===== src/rtl/axi_master_wr_engine.sv =====
// AXI4 write master: legality-checks commands, issues AW, streams W beats, returns B responses.
// Latency: cmd accept -> AWVALID/cmd_err next cycle; B handshake -> rsp_valid next cycle; W is pass-through.
// Backpressure: cmd_ready low while AW pending, MAX_OUTSTANDING in flight or length queue full; W follows WREADY.
module axi_master_wr_engine #(
  parameter int ADDR_WIDTH      = 32,
  parameter int DATA_WIDTH      = 64,
  parameter int ID_WIDTH        = 4,
  parameter int MAX_OUTSTANDING = 4,
  localparam int STRB_W         = DATA_WIDTH / 8,
  localparam int OUT_W          = $clog2(MAX_OUTSTANDING) + 1
) (
  input  logic                  AClk,
  input  logic                  ARst,
  // command port
  input  logic                  cmd_valid,
  output logic                  cmd_ready,
  input  logic [ID_WIDTH-1:0]   cmd_id,
  input  logic [ADDR_WIDTH-1:0] cmd_addr,
  input  logic [7:0]            cmd_len,
  input  logic [2:0]            cmd_size,
  input  logic [1:0]            cmd_burst,
  output logic                  cmd_err,
  // write data port
  input  logic [DATA_WIDTH-1:0] wdata_d,
  input  logic [STRB_W-1:0]     wstrb_d,
  input  logic                  wdata_valid,
  output logic                  wdata_ready,
  // response port
  output logic                  rsp_valid,
  output logic [ID_WIDTH-1:0]   rsp_id,
  output logic [1:0]            rsp_resp,
  output logic                  rsp_unexp,
  output logic [OUT_W-1:0]      outstanding,
  // AXI AW
  output logic [ID_WIDTH-1:0]   AWID,
  output logic [ADDR_WIDTH-1:0] AWADDR,
  output logic [7:0]            AWLEN,
  output logic [2:0]            AWSIZE,
  output logic [1:0]            AWBURST,
  output logic                  AWVALID,
  input  logic                  AWREADY,
  // AXI W
  output logic [DATA_WIDTH-1:0] WDATA,
  output logic [STRB_W-1:0]     WSTRB,
  output logic                  WLAST,
  output logic                  WVALID,
  input  logic                  WREADY,
  // AXI B
  input  logic [ID_WIDTH-1:0]   BID,
  input  logic [1:0]            BRESP,
  input  logic                  BVALID,
  output logic                  BREADY
);

  localparam int               PTR_W    = (MAX_OUTSTANDING > 1) ? $clog2(MAX_OUTSTANDING) : 1;
  localparam logic [2:0]       SIZE_MAX = 3'($clog2(STRB_W));
  localparam logic [OUT_W-1:0] OUT_MAX  = OUT_W'(MAX_OUTSTANDING);

  localparam logic [1:0] BURST_FIXED = 2'b00;
  localparam logic [1:0] BURST_INCR  = 2'b01;
  localparam logic [1:0] BURST_WRAP  = 2'b10;

  // AW channel registers
  logic                  r_awvalid;
  logic [ID_WIDTH-1:0]   r_awid;
  logic [ADDR_WIDTH-1:0] r_awaddr;
  logic [7:0]            r_awlen;
  logic [2:0]            r_awsize;
  logic [1:0]            r_awburst;
  logic                  r_cmd_err;

  // length queue: one entry per issued burst, consumed by the W engine
  logic [7:0]            r_q_mem [MAX_OUTSTANDING];
  logic [PTR_W-1:0]      r_q_wr;
  logic [PTR_W-1:0]      r_q_rd;
  logic [OUT_W-1:0]      r_q_cnt;
  logic [7:0]            r_beat;

  // B path state
  logic [OUT_W-1:0]      r_outstanding;
  logic                  r_bready;
  logic                  r_rsp_valid;
  logic [ID_WIDTH-1:0]   r_rsp_id;
  logic [1:0]            r_rsp_resp;
  logic                  r_rsp_unexp;

  logic                  w_cmd_ready;
  logic                  w_accept;
  logic                  w_illegal;
  logic                  w_issue;
  logic [19:0]           w_incr_bytes;
  logic [19:0]           w_incr_end;
  logic [ADDR_WIDTH-1:0] w_align_mask;
  logic                  w_q_empty;
  logic                  w_q_full;
  logic [7:0]            w_head_len;
  logic                  w_wlast;
  logic                  w_w_hs;
  logic                  w_pop;
  logic                  w_b_hs;
  logic                  w_b_dec;

  assign w_q_empty   = (r_q_cnt == '0);
  assign w_q_full    = (r_q_cnt == OUT_MAX);
  // held low during reset so the port reads idle while ARst is high
  assign w_cmd_ready = !ARst && !r_awvalid && (r_outstanding < OUT_MAX) && !w_q_full;
  assign w_accept    = cmd_valid && w_cmd_ready;
  assign w_issue     = w_accept && !w_illegal;

  // AXI4 legality rules; wide arithmetic so the 4 KB check never wraps
  always_comb begin
    w_incr_bytes = (20'(cmd_len) + 20'd1) << cmd_size;
    w_incr_end   = 20'(cmd_addr[11:0]) + w_incr_bytes;
    w_align_mask = (ADDR_WIDTH'(1) << cmd_size) - ADDR_WIDTH'(1);
    w_illegal    = 1'b0;
    if (cmd_size > SIZE_MAX)
      w_illegal = 1'b1;
    if (cmd_burst == 2'b11)
      w_illegal = 1'b1;
    if (cmd_burst == BURST_WRAP && !(cmd_len inside {8'd1, 8'd3, 8'd7, 8'd15}))
      w_illegal = 1'b1;
    if (cmd_burst == BURST_WRAP && ((cmd_addr & w_align_mask) != '0))
      w_illegal = 1'b1;
    if (cmd_burst == BURST_INCR && (w_incr_end > 20'd4096))
      w_illegal = 1'b1;
    if (cmd_burst == BURST_FIXED && (cmd_len > 8'd15))
      w_illegal = 1'b1;
  end

  // AW payload loads on a legal accept and is held until the slave takes it
  always_ff @(posedge AClk or posedge ARst) begin
    if (ARst) begin
      r_awvalid <= 1'b0;
      r_awid    <= '0;
      r_awaddr  <= '0;
      r_awlen   <= '0;
      r_awsize  <= '0;
      r_awburst <= '0;
      r_cmd_err <= 1'b0;
    end else begin
      r_cmd_err <= w_accept && w_illegal;
      if (w_issue) begin
        r_awvalid <= 1'b1;
        r_awid    <= cmd_id;
        r_awaddr  <= cmd_addr;
        r_awlen   <= cmd_len;
        r_awsize  <= cmd_size;
        r_awburst <= cmd_burst;
      end else if (r_awvalid && AWREADY) begin
        r_awvalid <= 1'b0;
      end
    end
  end

  // W engine: beats gated by a queued length so data never leads its command
  assign w_head_len  = r_q_mem[r_q_rd];
  assign w_wlast     = !w_q_empty && (r_beat == w_head_len);
  assign WVALID      = wdata_valid && !w_q_empty;
  assign wdata_ready = WREADY && !w_q_empty;
  assign w_w_hs      = WVALID && WREADY;
  assign w_pop       = w_w_hs && w_wlast;

  // length queue and beat counter; push and pop in one cycle leave the count unchanged
  always_ff @(posedge AClk or posedge ARst) begin
    if (ARst) begin
      for (int i = 0; i < MAX_OUTSTANDING; i++)
        r_q_mem[i] <= 8'd0;
      r_q_wr  <= '0;
      r_q_rd  <= '0;
      r_q_cnt <= '0;
      r_beat  <= 8'd0;
    end else begin
      if (w_issue) begin
        r_q_mem[r_q_wr] <= cmd_len;
        r_q_wr          <= r_q_wr + PTR_W'(1);
      end
      if (w_pop)
        r_q_rd <= r_q_rd + PTR_W'(1);
      if (w_issue && !w_pop)
        r_q_cnt <= r_q_cnt + OUT_W'(1);
      else if (!w_issue && w_pop)
        r_q_cnt <= r_q_cnt - OUT_W'(1);
      if (w_pop)
        r_beat <= 8'd0;
      else if (w_w_hs)
        r_beat <= r_beat + 8'd1;
    end
  end

  assign w_b_hs  = BVALID && r_bready;
  assign w_b_dec = w_b_hs && (r_outstanding != '0);

  // B path: register responses, track bursts in flight, flag responses with nothing pending
  always_ff @(posedge AClk or posedge ARst) begin
    if (ARst) begin
      r_bready      <= 1'b0;
      r_outstanding <= '0;
      r_rsp_valid   <= 1'b0;
      r_rsp_id      <= '0;
      r_rsp_resp    <= '0;
      r_rsp_unexp   <= 1'b0;
    end else begin
      r_bready    <= 1'b1;
      r_rsp_valid <= w_b_hs;
      r_rsp_unexp <= w_b_hs && (r_outstanding == '0);
      if (w_b_hs) begin
        r_rsp_id   <= BID;
        r_rsp_resp <= BRESP;
      end
      if (w_issue && !w_b_dec)
        r_outstanding <= r_outstanding + OUT_W'(1);
      else if (!w_issue && w_b_dec)
        r_outstanding <= r_outstanding - OUT_W'(1);
    end
  end

  assign cmd_ready   = w_cmd_ready;
  assign cmd_err     = r_cmd_err;
  assign AWVALID     = r_awvalid;
  assign AWID        = r_awid;
  assign AWADDR      = r_awaddr;
  assign AWLEN       = r_awlen;
  assign AWSIZE      = r_awsize;
  assign AWBURST     = r_awburst;
  assign WDATA       = wdata_d;
  assign WSTRB       = wstrb_d;
  assign WLAST       = w_wlast;
  assign BREADY      = r_bready;
  assign rsp_valid   = r_rsp_valid;
  assign rsp_id      = r_rsp_id;
  assign rsp_resp    = r_rsp_resp;
  assign rsp_unexp   = r_rsp_unexp;
  assign outstanding = r_outstanding;

endmodule


===== config.mk =====
export PLATFORM = sky130hd
export DESIGN_NAME = axi_master_wr_engine
export DESIGN_NICKNAME = d
export VERILOG_FILES = /design/src/rtl/axi_master_wr_engine.sv
export SDC_FILE = /design/constraint.sdc
export NUM_CORES = 1
export LEC_CHECK = 0
export ABC_AREA = 1
export BUFFER_PORTS_ARGS = -buffer_cell sky130_fd_sc_hd__buf_2
export CORE_UTILIZATION = 53
export DETAILED_ROUTE_END_ITERATION = 12
export PLACE_DENSITY = 0.95
export SLEW_MARGIN = 25
export SYNTH_ARGS = -nofsm -noshare
export SYNTH_HDL_FRONTEND = slang
export SYNTH_SLANG_ARGS = --single-unit

===== constraint.sdc =====
create_clock -name AClk -period 7.1 [get_ports AClk]
set_clock_uncertainty 0.05 [all_clocks]
set_input_delay 0.71 -clock AClk [delete_from_list [all_inputs] [get_ports AClk]]
set_output_delay 0.71 -clock AClk [all_outputs]
set_load 0.03 [all_outputs]

==> flow_summary.toml, run 1 <==
[outcome]
status = "completed"

[sta]
fmax_ghz = 0.1661
fin_crit_sh_pct = 84.80
hold_viol = 0
worstMarginPinSlew_ns = 0.7328
tns_ns = 0
fin_crit_ns = 6.021
setup_viol = 0
maxSlewViolCount = 0
slew_headroom_pct = 51.14
rsz0062_at_grt = "false"

[clocking]
cts_buffer_depth = 2
cts_setup_buffers = 0
numCtsBuffers = 9
clkTransAtPathRegs_ns = 0.08
cts_resized = 0
cts_hold_buf = 0
worstSkewPairLatency_ns = 0.36
cts-root-buf = "clkbuf_16"
clock-sinks = 110
cts_max_level = 3
tritoncts = "done"

[route]
drt_first_pass_iters = 5
wl_mm = 16.21
wire_per_inst_um = 14.92
drt_iter0_drc = 570
dr_total_vias = 6008
drtAntennaViolNets = 0
drc = 0
via_per_inst = 5.532

[global_route]
grt.met3_usage_pct = 8.047
overflow = 0
grt_max_degree = 78
grt_pass1_wl_mm = 26.76
grt-busiest-layer = "met2"
grt_pass1_vias = 5684
antenna_found_initial = 0
grtUsageTotal_pct = 26.08
met1_usage_pct = 32.19
use_met2_pct = 42.51

[logic_synthesis]
async_flop_share_pct = 100.0
syn_inst = 876
yosysWarnings = 0
yosysSeqAreaShare_pct = 41.05
synth_flop_cell = "dfrtp_1"
synth_nets = 1036
synth_area_leaders = "dfrtp_1 (41%), nand2_1 (17%), buf_4 (8.2%), ha_1 (4.3%), nand4_1 (3.5%)"
synth_top_area_cell = "dfrtp_1"
synthDistinctLibCells = 45
yosys-top-cells-count = "nand2_1 (298), dfrtp_1 (110), buf_4 (73)"
synth-edff-count = 0
synth-seq-cells = 110
synth_top_area_share_pct = 41.05
yosysMostFrequentCell = "nand2_1"
syn-cell-area_um2 = 6705
avgSynthCellArea_um2 = 7.654

[placement]
hpwl_mm = 11.62
gp_congestion = 0.9395
dp_cells = 1070
portBuffers = 128

[setup_path]
critPathLaunchType = "primary input"
worstSetupPathType = "primary input to flip-flop"
crit_fanout = 68
rr_worst_depth = 13
worstPathRequired_ns = 7.29
end_kind = "flip-flop"
critPathLaunch = "cmd_len[0]"
arrival_ns = 6.21
r2r-start = "r_q_cnt[0]"

[floorplanning]
core_area_um2 = 12160
die_w_um = 114.5
start_util_pct = 55.13
io_pins = 273
die_y_um = 114.5
die_area_um2 = 13100
num_rows = 40

[layout]
diodes = 0
finalNonFillerCells = 1086
synthToLayoutAreaGrowth_pct = 6.848
layout-drive-gt1-share_pct = 17.86
postLayoutCoreUtil_pct = 58.91
fin_nets = 1073

[worst_hold_path]
hold_path.class = "primary input to asynchronous set/reset pin"

[power_and_ir_drop]
power.leakage_nw = 3.995
power.density_nw_per_um2 = 346.8
vdd_drop_max_uv = 200.1

[job]
cap_violations = 0
[power breakdown]
group	total [mW]	leakage [nW]	internal (mW)	switching, mW
combinational	0.988	2.41	0.301	0.687
sequential	0.980	1.44	0.839	0.141
clock	0.517	0.141	0.277	0.240
total	2.48	3.99	1.42	1.07
[cells in the final DEF, fill, tap and decap left out, types with 2 or more instances in the layout]
cell type   Yosys  routed
a21oi_1        15      15
a221oi_1        2       2
buf_2          14     128
clkbuf_16       0       9
clkinv_1        3       3
clkinv_2        1       2
clkinvlp_4      0       2
dfrtp_1       110     110
fa_1            3       3
ha_1           23      23
inv_1          56      55
inv_2           3       3
mux2_2          2       2
mux2i_1         2       2
nand2_1       298     298
nand2_2         3       3
nand3_1        45      45
nand4_1        38      38
nor2_1         63      63
nor2_4          2       2
nor3_1          2       2
nor3b_1         2       2
o21ai_0        46      46
o21ai_1         9       9
o21bai_1        2       2
o22a_1          4       4
o22ai_1         6       6
or2_2           2       2
xnor2_1         5       5
xor2_1         11      11
[worst max-delay path, cell delays in order]
cell and delay [ns]:
buf_2 0.18, ha_1 0.27, nand2_1 0.13, o21ai_0 0.15, o21ai_0 0.12, o21ai_0 0.23, mux2i_1 0.14, o22ai_1 0.13
ha_1 0.30, nand2_1 0.10, nand2_1 0.08, inv_1 0.11, nor2_1 0.06, o21ai_0 0.27, nand3_1 0.21, nand2_1 0.10
nand2_1 0.06, a21oi_1 0.14, nor2_1 0.06, nand3_1 0.13, nand2_2 0.12, nand3_4 0.51, clkinv_2 0.68, ha_1 0.42
inv_1 0.10, fa_1 0.41, mux2_2 0.27
[cells by family (layout without fill, tap and decap cells)]
group / after synthesis / in the layout / share of synthesized area, %
simple gates: 461 / 461 / 29.18
buf+inv: 167 / 209 / 14.16
flops: 110 / 110 / 41.05
compound gates: 91 / 91 / 7.632
fa+ha+maj: 26 / 26 / 5.188
xor+xnor: 16 / 16 / 2.090
mux: 4 / 4 / 0.6344
other cells: 1 / 1 / 0.05593
[worst paths after layout]
path / end / slack (ns)
max: r_q_cnt[1] / 1.08
min: r_beat[5] / 0.31
max reg2reg: outstanding[2] / 2.81
min reg2reg: AWADDR[28] / 0.43
max in group asynchronous: rsp_id[2] / 5.69
min in group AClk: AWADDR[28] / 0.43
[registers in the layout, summed over array words and instances (netlist names), 2 cells and up]
| register | count |
|---|---|
| r_q_cnt | 3 |
| AWADDR | 32 |
| r_beat | 8 |
| rsp_id | 4 |
| r_q_wr | 2 |
| AWLEN | 8 |
| AWID | 4 |
| r_q_rd | 2 |
| outstanding | 3 |
| AWSIZE | 3 |
| r_q_mem | 32 |
| AWBURST | 2 |
| rsp_resp | 2 |
[cell type report]
| class | instances | area, um^2 |
|---|---|---|
| Clock buffer | 10 | 229.0 |
| Clock inverter | 6 | 70.07 |
| Fill cell | 1082 | 4997 |
| Inverter | 63 | 240.2 |
| Multi-Input combinational cell | 599 | 3003 |
| Sequential cell | 110 | 2753 |
| Tap cell | 168 | 210.2 |
| Timing Repair Buffer | 130 | 659.4 |
[routing by layer]
layer  vias to the layer above  wire, um
li1                       2830         -
met4                         0       555
met2                       328      7422
met1                      2786      6560
met3                        64      1670
met5                         -         0
[through the flow]
| stage | hold WS [ns] | power (mW) | instance area (um^2) | worst slack, ns |
|---|---|---|---|---|
| finish | 0.3051 | 2.484 | 7164 | 1.079 |
| global route | 0.3370 | 2.638 | 7164 | 0.3729 |
| floorplan | 0.3942 | 1.740 | 6705 | 2.692 |
| global placement | 0.4079 | 1.929 | 6862 | 1.116 |
| detailed placement | 0.4103 | 1.969 | 6862 | 0.9364 |
| CTS | 0.3064 | 2.491 | 7161 | 1.219 |
Power figures use the tool's default switching activity.
==> run 2: changes to the inputs <==
--- a/config.mk
+++ b/config.mk
@@ -5,11 +5,11 @@
 export SDC_FILE = /design/constraint.sdc
 export NUM_CORES = 1
 export LEC_CHECK = 0
-export ABC_AREA = 1
+export ABC_AREA = 0
 export BUFFER_PORTS_ARGS = -buffer_cell sky130_fd_sc_hd__buf_2
-export CORE_UTILIZATION = 53
+export CORE_UTILIZATION = 49
 export DETAILED_ROUTE_END_ITERATION = 12
-export PLACE_DENSITY = 0.95
+export PLACE_DENSITY = 0.91
 export SLEW_MARGIN = 25
 export SYNTH_ARGS = -nofsm -noshare
 export SYNTH_HDL_FRONTEND = slang
==> constraint.sdc (replaced) <==
create_clock -name AClk -period 6.05 [get_ports AClk]
set_clock_uncertainty 0.05 [all_clocks]
set_input_delay 0.605 -clock AClk [delete_from_list [all_inputs] [get_ports AClk]]
set_output_delay 0.605 -clock AClk [all_outputs]
set_load 0.03 [all_outputs]
==> flow_summary.toml, run 2 <==
[global_route]
grt_pass1_wl_mm = 23.60
overflow = 0
grt_max_degree = 78
grt_pass1_vias = 4656
antenna_found_initial = 0
grt.met3_usage_pct = 5.172
grt-busiest-layer = "met2"
grtUsageTotal_pct = 21.08
use_met2_pct = 35.79
met1_usage_pct = 25.06

[logic_synthesis]
synth-edff-count = 0
yosysMostFrequentCell = "dfrtp_1"
avgSynthCellArea_um2 = 11.76
syn-cell-area_um2 = 6724
synthDistinctLibCells = 66
synth_nets = 732
synth_top_area_cell = "dfrtp_1"
yosysSeqAreaShare_pct = 40.94
async_flop_share_pct = 100.0
synth_flop_cell = "dfrtp_1"
synth_area_leaders = "dfrtp_1 (41%), mux2_4 (8.9%), buf_4 (8.2%), mux2_2 (7.2%), ha_1 (4.3%)"
yosys-top-cells-count = "dfrtp_1 (110), buf_4 (73), mux2_2 (43)"
synth-seq-cells = 110
syn_inst = 572
synth_top_area_share_pct = 40.94
yosysWarnings = 0

[clocking]
worstSkewPairLatency_ns = 0.35
cts-root-buf = "clkbuf_16"
cts_max_level = 3
numCtsBuffers = 9
cts_setup_buffers = 0
cts_resized = 0
cts_hold_buf = 0
tritoncts = "done"
clock-sinks = 110
cts_buffer_depth = 2
clkTransAtPathRegs_ns = 0.07

[outcome]
status = "completed"

[route]
drtAntennaViolNets = 0
drc = 0
drt_iter0_drc = 378
drt_first_pass_iters = 4
dr_total_vias = 4527
wl_mm = 14.68
wire_per_inst_um = 18.37
via_per_inst = 5.666

[sta]
rsz0062_at_grt = "false"
fin_crit_sh_pct = 86.51
fin_crit_ns = 5.234
maxSlewViolCount = 0
hold_viol = 0
worstMarginPinSlew_ns = 0.9321
tns_ns = 0
setup_viol = 0
fmax_ghz = 0.1911
slew_headroom_pct = 37.73

[floorplanning]
die_w_um = 119.1
die_area_um2 = 14190
start_util_pct = 50.57
core_area_um2 = 13300
io_pins = 273
num_rows = 42
die_y_um = 119.1

[setup_path]
slowest_stage = "buf_4"
end_kind = "flip-flop"
worstPathRequired_ns = 6.23
r2r_setup_slack_ns = 2.37
rr_worst_depth = 9
critPathLaunchType = "primary input"
arrival_ns = 5.41
crit_fanout = 51
r2r-start = "r_q_rd[0]"
crit_chain = "buf_2 > ha_1 > and4_1 > a32o_1 > a211oi_2 > mux2i_1 > mux2i_1 > ha_1 > o21a_1 > o21ai_0 > a211oi_1 > a211o_1 > and3_1 > a211oi_2 > nand4b_4 > nand2_8 > buf_4 > mux2_2"
cpPeakStageDelay_ns = 0.72
worstSetupPathType = "primary input to flip-flop"
reg2reg_to = "r_q_cnt[1]"

[layout]
synthToLayoutAreaGrowth_pct = 6.997
regArea_um2 = 2753
diodes = 0
postLayoutCoreUtil_pct = 54.11
layout-drive-gt1-share_pct = 39.97
fill_cells = 1080
fin_nets = 778
mostFrequentLayoutCells = "buf_2 (128), dfrtp_1 (110), mux2_2 (43), mux2_4 (40), nand2_1 (25)"
multi_input_area_um2 = 3169
final_common_cell = "buf_2"

[placement]
portBuffers = 128
hpwl_mm = 10.74
gp_congestion = 0.9969

[worst_hold_path]
hold_path.class = "primary input to asynchronous set/reset pin"

[power_and_ir_drop]
power.leakage_nw = 3.609
power.density_nw_per_um2 = 414.1
vdd_drop_max_uv = 158.3

[job]
cap_violations = 0
[run 2: cell count changes in the layout (fill, tap and decap cells not counted), sizes merged, moves of 11 or more]
cell,previous run,this run
nor2,66,23
nand3,47,12
o21ai,55,18
nand2,301,26
inv,61,18
xnor2,5,16
mux2,2,88
nand4,38,6
[run 2: area by class of cell]
class	count	area share, %
Clock buffer	9	3.130
Tap cell	176	3.061
Timing Repair Buffer	130	9.165
Multi-Input combinational cell	349	44.05
Clock inverter	7	1.357
Sequential cell	110	38.26
Inverter	18	0.9739
[run 2: worst max-delay path, delay by kind of cell]
| family | cells | cell delay [ns] |
|---|---|---|
| compound gates | 7 | 1.71 |
| mux | 3 | 0.73 |
| fa+ha+maj | 2 | 0.61 |
| simple gates | 4 | 0.84 |
| buf+inv | 2 | 0.90 |
[run 2: routing by layer]
metal | wire, um | vias to the layer above
li1 | - | 2063
met1 | 5885 | 2226
met2 | 7429 | 189
met3 | 919 | 49
met4 | 446 | 0
met5 | 0 | -
[run 2: per-stage QoR]
step                      total power [mW]  instances  setup WS, ns  area [um^2]  hold WS [ns]
after floorplan                      2.097        572         1.032         6724        0.4223
after global routing                 3.132        799        0.5729         7194        0.2464
after global placement               2.295        783        0.5405         6868        0.4160
after detailed placement             2.349        783        0.4996         6868        0.4162
after CTS                            2.995        799        0.8250         7191        0.2206
final                                2.980        799        0.8162         7194        0.2139
[run 2: report_power, final]
group	leakage [nW]	internal [mW]	switching (mW)	total [mW]
registers	1.42	0.966	0.199	1.17
logic	2.03	0.512	0.663	1.17
clock network	0.157	0.365	0.274	0.640
total	3.61	1.84	1.14	2.98
[run 2: worst max-delay path by stage]
stage,from,end,slack (ns),cells past startpoint
2_1_floorplan,cmd_len[0],r_q_cnt[1],1.03,22
3_3_place_gp,cmd_len[0],AWLEN[1],0.54,18
3_5_place_dp,cmd_len[0],AWLEN[1],0.50,18
4_1_cts,cmd_len[0],AWLEN[2],0.83,18
5_1_grt,cmd_len[0],r_q_cnt[2],0.57,25
6_report,cmd_len[0],AWLEN[2],0.82,18
[run 2: logic make-up (layout without fill, tap and decap cells)]
kind of cell / Yosys count / in the layout / share of synthesized area [%]
buf+inv: 113 / 164 / 11.93
fa+ha+maj: 26 / 26 / 5.173
compound gates: 83 / 83 / 8.727
xor+xnor: 26 / 26 / 3.387
simple gates: 109 / 109 / 8.951
mux: 104 / 104 / 20.84
other cells: 1 / 1 / 0.05577
flops: 110 / 110 / 40.94
